`src/rtl/ethernet_frame_fcs_inserter_if.sv`:
```
// Byte-stream handshake bundle used on both sides of the FCS inserter.
// The source drives data/valid/last; the sink drives ready.
interface ethernet_frame_fcs_inserter_if;
  logic [7:0] data;
  logic       valid;
  logic       last;
  logic       ready;

  modport master (output data, output valid, output last, input ready);
  modport slave  (input data, input valid, input last, output ready);
endinterface

```
`src/rtl/ethernet_frame_fcs_inserter.sv`:
```
// Forwards an Ethernet frame, zero-pads it to MIN_FRAME_BYTES and appends the
// reflected CRC-32 FCS (LSB first) through a single output register.
module ethernet_frame_fcs_inserter #(
  parameter int unsigned MIN_FRAME_BYTES = 60
) (
  input  logic                          clock,
  input  logic                          reset,
  ethernet_frame_fcs_inserter_if.slave  s,
  ethernet_frame_fcs_inserter_if.master m,
  output logic                          frame_done,
  output logic                          frame_padded
);

  localparam logic [10:0] MinBytes = 11'(MIN_FRAME_BYTES);

  typedef enum logic [1:0] {StData, StPad, StFcs} state_e;

  state_e      state_q, state_d;
  logic [7:0]  data_q, data_d;
  logic        valid_q, valid_d;
  logic        last_q, last_d;
  logic        hold_last_q, hold_last_d;
  logic [10:0] count_q, count_d;
  logic [31:0] crc_q, crc_d;
  logic [1:0]  idx_q, idx_d;
  logic        padded_q, padded_d;

  logic        out_hs;
  logic        out_free;
  logic        s_ready;
  logic [10:0] count_inc;
  logic [31:0] crc_upd;
  logic [31:0] fcs_word;

  function automatic logic [31:0] crc_step(input logic [31:0] crc, input logic [7:0] data);
    logic [31:0] c;
    c = crc;
    for (int i = 0; i < 8; i++) begin
      c = (c[0] ^ data[i]) ? ((c >> 1) ^ 32'hEDB8_8320) : (c >> 1);
    end
    return c;
  endfunction

  always_comb begin
    state_d     = state_q;
    data_d      = data_q;
    valid_d     = valid_q;
    last_d      = last_q;
    hold_last_d = hold_last_q;
    count_d     = count_q;
    crc_d       = crc_q;
    idx_d       = idx_q;
    padded_d    = padded_q;

    out_hs    = valid_q & m.ready;
    out_free  = ~valid_q | m.ready;
    count_inc = (count_q == 11'h7FF) ? count_q : count_q + 11'd1;
    crc_upd   = crc_step(crc_q, data_q);
    fcs_word  = ~crc_q;
    s_ready   = (state_q == StData) && out_free && !(valid_q && hold_last_q);

    // Register drains on handoff unless reloaded below.
    if (out_hs) begin
      valid_d = 1'b0;
    end
    if (out_hs && (state_q != StFcs)) begin
      count_d = count_inc;
      crc_d   = crc_upd;
    end

    unique case (state_q)
      StData: begin
        if (s_ready && s.valid) begin
          data_d      = s.data;
          valid_d     = 1'b1;
          hold_last_d = s.last;
        end else if (out_hs && hold_last_q) begin
          hold_last_d = 1'b0;
          valid_d     = 1'b1;
          if (count_inc < MinBytes) begin
            state_d  = StPad;
            data_d   = 8'h00;
            padded_d = 1'b1;
          end else begin
            // FCS byte 0 must include the byte being handed off right now.
            state_d = StFcs;
            data_d  = ~crc_upd[7:0];
            idx_d   = 2'd0;
          end
        end
      end
      StPad: begin
        if (out_hs) begin
          valid_d = 1'b1;
          if (count_inc < MinBytes) begin
            data_d = 8'h00;
          end else begin
            state_d = StFcs;
            data_d  = ~crc_upd[7:0];
            idx_d   = 2'd0;
          end
        end
      end
      StFcs: begin
        if (out_hs) begin
          if (idx_q == 2'd3) begin
            state_d  = StData;
            last_d   = 1'b0;
            count_d  = '0;
            crc_d    = '1;
            padded_d = 1'b0;
          end else begin
            idx_d   = idx_q + 2'd1;
            data_d  = fcs_word[{idx_d, 3'b000} +: 8];
            valid_d = 1'b1;
            last_d  = (idx_q == 2'd2);
          end
        end
      end
      default: begin
        state_d = StData;
      end
    endcase
  end

  always_ff @(posedge clock or posedge reset) begin
    if (reset) begin
      state_q     <= StData;
      data_q      <= 8'h00;
      valid_q     <= 1'b0;
      last_q      <= 1'b0;
      hold_last_q <= 1'b0;
      count_q     <= '0;
      crc_q       <= '1;
      idx_q       <= 2'd0;
      padded_q    <= 1'b0;
    end else begin
      state_q     <= state_d;
      data_q      <= data_d;
      valid_q     <= valid_d;
      last_q      <= last_d;
      hold_last_q <= hold_last_d;
      count_q     <= count_d;
      crc_q       <= crc_d;
      idx_q       <= idx_d;
      padded_q    <= padded_d;
    end
  end

  assign s.ready      = s_ready;
  assign m.data       = data_q;
  assign m.valid      = valid_q;
  assign m.last       = last_q;
  assign frame_done   = out_hs & last_q;
  assign frame_padded = padded_q;

endmodule
```
`src/flat_wrapper.sv`:
```
// flat-port wrapper written by rule: the top's interface ports become plain ports
module ethernet_frame_fcs_inserter_flat 
#(
  parameter int unsigned MIN_FRAME_BYTES = 60
)
  (clock, reset, frame_done, frame_padded, s_data, s_valid, s_last, s_ready, m_data, m_valid, m_last, m_ready);
  ethernet_frame_fcs_inserter_if s_i ();
  ethernet_frame_fcs_inserter_if m_i ();
  input  logic clock;
  input  logic reset;
  output logic frame_done;
  output logic frame_padded;
  input wire logic [$bits(s_i.data)-1:0] s_data;
  input wire logic [$bits(s_i.valid)-1:0] s_valid;
  input wire logic [$bits(s_i.last)-1:0] s_last;
  output wire logic [$bits(s_i.ready)-1:0] s_ready;
  output wire logic [$bits(m_i.data)-1:0] m_data;
  output wire logic [$bits(m_i.valid)-1:0] m_valid;
  output wire logic [$bits(m_i.last)-1:0] m_last;
  input wire logic [$bits(m_i.ready)-1:0] m_ready;
  assign s_i.data = s_data;
  assign s_i.valid = s_valid;
  assign s_i.last = s_last;
  assign s_ready = s_i.ready;
  assign m_data = m_i.data;
  assign m_valid = m_i.valid;
  assign m_last = m_i.last;
  assign m_i.ready = m_ready;
  ethernet_frame_fcs_inserter #(.MIN_FRAME_BYTES(MIN_FRAME_BYTES)) u_core (.clock(clock), .reset(reset), .s(s_i), .m(m_i), .frame_done(frame_done), .frame_padded(frame_padded));
endmodule
```
`config.mk`:
```
export PLATFORM = sky130hd
export DESIGN_NAME = ethernet_frame_fcs_inserter_flat
export DESIGN_NICKNAME = d
export VERILOG_FILES = /design/src/rtl/ethernet_frame_fcs_inserter_if.sv /design/src/rtl/ethernet_frame_fcs_inserter.sv /design/src/flat_wrapper.sv
export SDC_FILE = /design/constraint.sdc
export NUM_CORES = 1
export LEC_CHECK = 0
export ABC_CLOCK_PERIOD_IN_PS = 3300
export CAP_MARGIN = 10
export CORE_MARGIN = 1.5
export CORE_UTILIZATION = 55
export CTS_CLUSTER_DIAMETER = 120
export DETAILED_ROUTE_END_ITERATION = 8
export MAX_ROUTING_LAYER = met4
export PLACE_DENSITY = 0.85
export SYNTH_ARGS = -nofsm -noshare
export SYNTH_HDL_FRONTEND = slang
export SYNTH_SLANG_ARGS = --single-unit
```
`constraint.sdc`:
```
create_clock -name clock -period 3.3 [get_ports clock]
set_input_delay 0.66 -clock clock [delete_from_list [all_inputs] [get_ports clock]]
set_output_delay 0.66 -clock clock [all_outputs]
set_load 0.02 [all_outputs]
```
== Word-level counts from Yosys, hierarchy flattened ==
Cells that the tools add are included.
Storage, ports and cells
  output and inout port bits: 13
  flip-flop bits (word level): 59
  word-level logic and storage cells: 122
Cells by class
  equal/unequal tests: 15
  magnitude comparators: 1
  bitwise operators: 22
  mux-type cells: 55
  reduce and logical (&&, ||, !) cells: 17
  shift operators: 1
  $add $sub $neg: 2
Operators with widths (number)
  32-bit 2-to-1 mux: 12
  13-bit inverter with 14-bit output: 8
  11-bit 2-to-1 mux: 5
  8-bit 2-to-1 mux: 6
  32-bit inverter: 1
  32-bit by 6-bit indexed part select with 8-bit output: 1
  2-bit 2-to-1 mux: 13
  8-bit one-hot mux with 3 select lines: 1
  6-bit AND reduction: 3
  1-bit 2-to-1 mux: 14
  2-bit inequality test, second input constant: 6
  2-bit one-hot mux with 3 select lines: 2
  11-bit by 1-bit adder with 11-bit output, second input constant: 1
  11-bit == test, second input constant: 1
  11-bit by 6-bit < comparator with 1-bit output, second input constant: 1
  8-bit inverter: 1
  1-bit bitwise XOR: 8
  2-bit == test, second input constant: 3
  1-bit logical AND: 6
  2-bit by 1-bit inequality test with 1-bit output, second input constant: 3
  5-bit AND reduction: 1
  2-bit AND reduction: 2
  2-bit nonzero test: 2
  3-bit inequality test, second input constant: 1
  other kinds (10): 11

== Depth between registers and ports, before layout ==
  depth after elaboration: 21
  depth in mapped cells: 10
  gate-level depth less buffers: 8

== Worst setup path after synthesis ==
Ideal clock, no wire load.
  kind: reg-to-reg
  from: reg u_core.idx_q[0]
  to: reg u_core.data_q[4], in the netlist u_core.m.data[4]
  buffers on the path: 2
  clock period less this slack: 2590 ps
  arrival time: 2494 ps
  setup time: 95 ps
  setup slack: 710 ps
  cell stages (with the launch flop): 10
  cell sequence: dfrtp_1 clkbuf_1 inv_1 ha_1 buf_1 mux2_2 a21oi_1 a32o_1 a21oi_1 o31ai_1
On the way
  word-level cells in the longest chain between the ends: 5
  elaborated cells on any way between the ends: 8
  those cells by class: add/sub: 1; eq/ne: 2; shift: 1; mux: 3; reduce/logical: 1
Ends and longest elaborated chain
  start, declared: RTL line ethernet_frame_fcs_inserter.sv:25  | logic [1:0] idx_q, idx_d;
  start signal, assigned: RTL line ethernet_frame_fcs_inserter.sv:145  | idx_q <= idx_d;
  2-bit by 1-bit adder with 2-bit output: RTL line ethernet_frame_fcs_inserter.sv:113  | idx_d = idx_q + 2'd1;
  32-bit by 6-bit indexed part select with 8-bit output: RTL line ethernet_frame_fcs_inserter.sv:114  | data_d = fcs_word[{idx_d, 3'b000} +: 8];
  8-bit 2-to-1 mux: RTL line ethernet_frame_fcs_inserter.sv:106  | if (idx_q == 2'd3) begin
  8-bit 2-to-1 mux: RTL line ethernet_frame_fcs_inserter.sv:105  | if (out_hs) begin
  8-bit one-hot mux with 3 select lines: RTL line ethernet_frame_fcs_inserter.sv:71  | unique case (state_q)
  end signal, assigned: RTL line ethernet_frame_fcs_inserter.sv:139  | data_q <= data_d;
  end, declared: RTL line ethernet_frame_fcs_inserter.sv:19  | logic [7:0] data_q, data_d;
Parallel ways exist; a longest one is shown, timed or not. The select of a mux whose other input is x is not followed.
A chain may end at the register's enable or synchronous reset.

== Worst setup path after layout ==
  from: reg u_core.count_q[0]
  to: reg u_core.data_q[3], in the netlist u_core.m.data[3]
On the way
  word-level cells in the longest chain between the ends: 7
  elaborated cells on any way between the ends: 9
  those cells by class: add/sub: 1; order compare: 1; eq/ne: 1; mux: 6
Ends and longest elaborated chain
  start, declared: RTL line ethernet_frame_fcs_inserter.sv:23  | logic [10:0] count_q, count_d;
  start signal, assigned: RTL line ethernet_frame_fcs_inserter.sv:143  | count_q <= count_d;
  11-bit by 1-bit adder with 11-bit output or 11-bit == test (tied branches): RTL line ethernet_frame_fcs_inserter.sv:57  | count_inc = (count_q == 11'h7FF) ? count_q : count_q + 11'd1;
  11-bit 2-to-1 mux (*): RTL line ethernet_frame_fcs_inserter.sv:57
  11-bit by 6-bit < comparator with 1-bit output (*): RTL line ethernet_frame_fcs_inserter.sv:80, ethernet_frame_fcs_inserter.sv:95
  8-bit 2-to-1 mux (*): RTL line ethernet_frame_fcs_inserter.sv:80, ethernet_frame_fcs_inserter.sv:95
  8-bit 2-to-1 mux: RTL line ethernet_frame_fcs_inserter.sv:77  | end else if (out_hs && hold_last_q) begin
  8-bit 2-to-1 mux: RTL line ethernet_frame_fcs_inserter.sv:73  | if (s_ready && s.valid) begin
  8-bit one-hot mux with 3 select lines (*): RTL line ethernet_frame_fcs_inserter.sv:71
Every way passes the cells marked *; elsewhere a longest branch is shown, timed or not. The select of a mux whose other input is x is not followed.

==> qor.log <==
[run_status] status finished clean
[logic_synthesis] most frequently used cell type in the post-synthesis netlist sky130_fd_sc_hd__xnor2_1
[logic_synthesis] total of flip-flops plus latches after synthesis 59
[timing] count of endpoints failing hold in the final timing report 0
[clock_tree] # hold bufs at CTS 0
[die] core area 6869 µm²
[critical_path] CP Launch Type register
[clock_tree] Num CTS Buffers 9
[placement] count of input and output buffers 25
[detailed_routing] antenna viol nets, final 0
[logic_synthesis] fraction of registers with async set or reset after synthesis 100.0%
[logic_synthesis] biggest area consumer among synthesized cells sky130_fd_sc_hd__dfstp_2
[timing] shortest period the worst path allows 2.955 ns
[logic_synthesis] Synth Area in Compound Gates 20.83%
[layout] fin nets 461
[die] die span in y 87.77 µm
[timing] final clock period utilization by the worst path 89.56%
[worst_hold_path] Worst Hold Class reg2reg
[logic_synthesis] post-synthesis instance total 411
[timing] max_slew headroom 33.26%
[timing] skew final 0.01204 ns
[timing] final setup violation count 0
[logic_synthesis] post-synth top area share 21.27%
[layout] P&R area growth vs syn 14.31%
[die] die area 7704 µm²
[logic_synthesis] Adder-Cell Fraction of Synth Area 2.216%
[global_route] number of antenna violations at the first check in global routing 0
[logic_synthesis] Netlist cell types 61
[timing] max frequency 338.4 MHz
[timing] slew at the pin with the worst max-slew slack 0.9939 ns
[die] standard-cell rows 30
[timing] RSZ-0062 raised after global routing false
[logic_synthesis] post-synthesis net count 431
[timing] total negative slack 0 ns
[die] Die X 87.77 µm
[critical_path] category of the critical setup timing path reg2reg
[global_route] wire length of the first global-routing pass 15.71 mm
[clock_tree] number of H-tree levels 3
[logic_synthesis] mux cell area share after synthesis 4.812%
[layout] number of diodes added for antenna fixing 0
[logic_synthesis] summed instance area of the synthesized netlist 3953 µm²
[logic_synthesis] number of synthesized flops with an enable pin 0
[global_route] largest net degree at the start of global routing 32
[logic_synthesis] parity-gate share of the synthesized area counting xor and xnor cells 17.85%
[clock_tree] clock buffer depth 2
[logic_synthesis] largest family of logic cells by synthesized area compound AO/OA/AOI/OAI gates
[layout] fill cell count 510
[critical_path] endpoint type of the worst setup path register
[global_route] final global-route overflow total 0
[clock_tree] total setup buffers inserted after CTS 0
[clock_tree] clock tree root buffer cell sky130_fd_sc_hd__clkbuf_8
[logic_synthesis] Main synth FF type sky130_fd_sc_hd__dfstp_2
[logic_synthesis] list of most frequent post-synthesis cells sky130_fd_sc_hd__xnor2_1 (49), sky130_fd_sc_hd__nand2_1 (40), sky130_fd_sc_hd__nor2_1 (33)
[detailed_routing] via count 3344
[clock_tree] clock-pin slew on the worst setup and hold paths 0.06 ns
[die] Initial Utilization 57.54%
[logic_synthesis] simple-gate share of the synthesized area 12.69%
[global_route] GRT Total Usage 27.60%
[detailed_routing] vias per std cell 6.170
[clock_tree] clock latency on the worst-skew pair 0.35 ns
[detailed_routing] total length of routed wires 9.579 mm
[logic_synthesis] top area cells in the synthesized netlist sky130_fd_sc_hd__dfstp_2 (21%), sky130_fd_sc_hd__dfrtp_1 (17%), sky130_fd_sc_hd__xnor2_1 (11%), sky130_fd_sc_hd__xor2_1 (4.2%), sky130_fd_sc_hd__mux4_2 (4.0%)
[critical_path] highest fanout seen on the critical path 10
[logic_synthesis] average cell area after synthesis 9.617 µm²
[placement] HPWL reported at the end of detailed placement 6.939 mm
[critical_path] Critical Path AT 3.19 ns
[global_route] number of global-route vias before repair 3280
[clock_tree] Clock Sinks 59
[placement] final weighted congestion in routability-driven placement 0.8974
[clock_tree] count of cells resized by post-cts repair 0
[layout] share of final-layout standard cells stronger than drive strength 1 17.71%
[logic_synthesis] share of the yosys chip area belonging to registers 38.37%
[detailed_routing] first-pass iteration count of the detailed router 4
[detailed_routing] total DRC errors in the routed layout 0
[logic_synthesis] Synthesis Warnings 0
[detailed_routing] DRT iter0 DRCs 186
[run] Max Cap Viol 0
[critical_path] data required time at the worst endpoint 3.54 ns
[detailed_routing] routed length per instance 17.67 µm
[timing] final count of pins violating max slew 0
[die] I/O pins 26
[clock_tree] clock tree from TritonCTS built
## final timing paths
path                                         from                to  slack, ns  cells past startpoint
worst max register to register  u_core.count_q[0]  u_core.m.data[3]       0.34                      7
max in group asynchronous                   reset   u_core.crc_q[4]       1.92                      3
worst min-delay path             u_core.crc_q[30]  u_core.crc_q[30]       0.52                      2
worst max-delay path            u_core.count_q[0]  u_core.m.data[3]       0.34                      7
min in group asynchronous                   reset  u_core.m.data[2]       0.73                      2
worst min register to register   u_core.crc_q[30]  u_core.crc_q[30]       0.52                      2
## cell type report
| cell class | count | area, µm² | share of cell area, % |
|---|---|---|---|
| multi-input cells | 321 | 2308 | 51.09 |
| well taps | 96 | 120.1 | 2.659 |
| clock inverters | 3 | 15.01 | 0.3323 |
| repair buffers | 39 | 367.9 | 8.142 |
| flip-flops and latches | 59 | 1516 | 33.56 |
| inverters | 11 | 41.29 | 0.9139 |
| clock buffers | 13 | 148.9 | 3.295 |
## cell families after synthesis
kind of cell	after synthesis
mux	10
simple gates	110
xor+xnor	73
buf+inv	31
compound gates	121
flops	59
fa+ha+maj	7
## metrics by stage
step	hold WS (ns)	instance area, µm²	setup slack (ns)	instances	util (%)
3_5_place_dp	0.5071	4354	0.4019	526	63.39
4_1_cts	0.5154	4518	0.3995	542	65.77
3_3_place_gp	0.4989	4354	0.4935	526	63.39
5_1_grt	0.5314	4518	0.2561	542	65.77
6_report	0.5200	4518	0.3446	542	65.77
2_1_floorplan	0.4853	3953	0.7101	411	-
## layout by cell type, fill, tap and decap left out, types with 11 or more instances in the layout
master and count:
sky130_fd_sc_hd__nand3_1 11, sky130_fd_sc_hd__clkdlybuf4s50_1 25, sky130_fd_sc_hd__o211ai_1 15, sky130_fd_sc_hd__dfrtp_1 27
sky130_fd_sc_hd__xnor2_1 49, sky130_fd_sc_hd__xor2_1 19, sky130_fd_sc_hd__dfstp_2 32, sky130_fd_sc_hd__a21oi_1 30
sky130_fd_sc_hd__o21ai_0 25, sky130_fd_sc_hd__nand2_1 40, sky130_fd_sc_hd__buf_4 13, sky130_fd_sc_hd__nor2_1 33
## per-layer routing
layer / up-vias / wire length [µm] / global-route usage [%]
met4: 0 / 228 / 9.524
met5: - / 0 / -
met3: 26 / 578 / 6.692
li1: 1535 / - / -
met2: 123 / 4729 / 44.07
met1: 1660 / 4042 / 34.22
## flip-flops by register name (all words and copies together), names as in the netlist
| register | cells |
|---|---|
| u_core.count_q | 11 |
| u_core.crc_q | 32 |
| u_core.frame_padded | 1 |
| u_core.hold_last_q | 1 |
| u_core.idx_q | 2 |
| u_core.m.data | 8 |
| u_core.m.last | 1 |
| u_core.m.valid | 1 |
| u_core.state_q | 2 |
## critical path, stage by stage (launching register included)
cell,delay [ns]
sky130_fd_sc_hd__dfrtp_1,0.42
sky130_fd_sc_hd__ha_1,0.30
sky130_fd_sc_hd__a211o_1,0.32
sky130_fd_sc_hd__a2111o_1,0.42
sky130_fd_sc_hd__a221o_1,0.40
sky130_fd_sc_hd__a31oi_2,0.58
sky130_fd_sc_hd__o311ai_0,0.25
sky130_fd_sc_hd__o21a_1,0.15
Power is not shown: default switching activity piles up to over one toggle a cycle in this logic, so the estimate is an artifact.
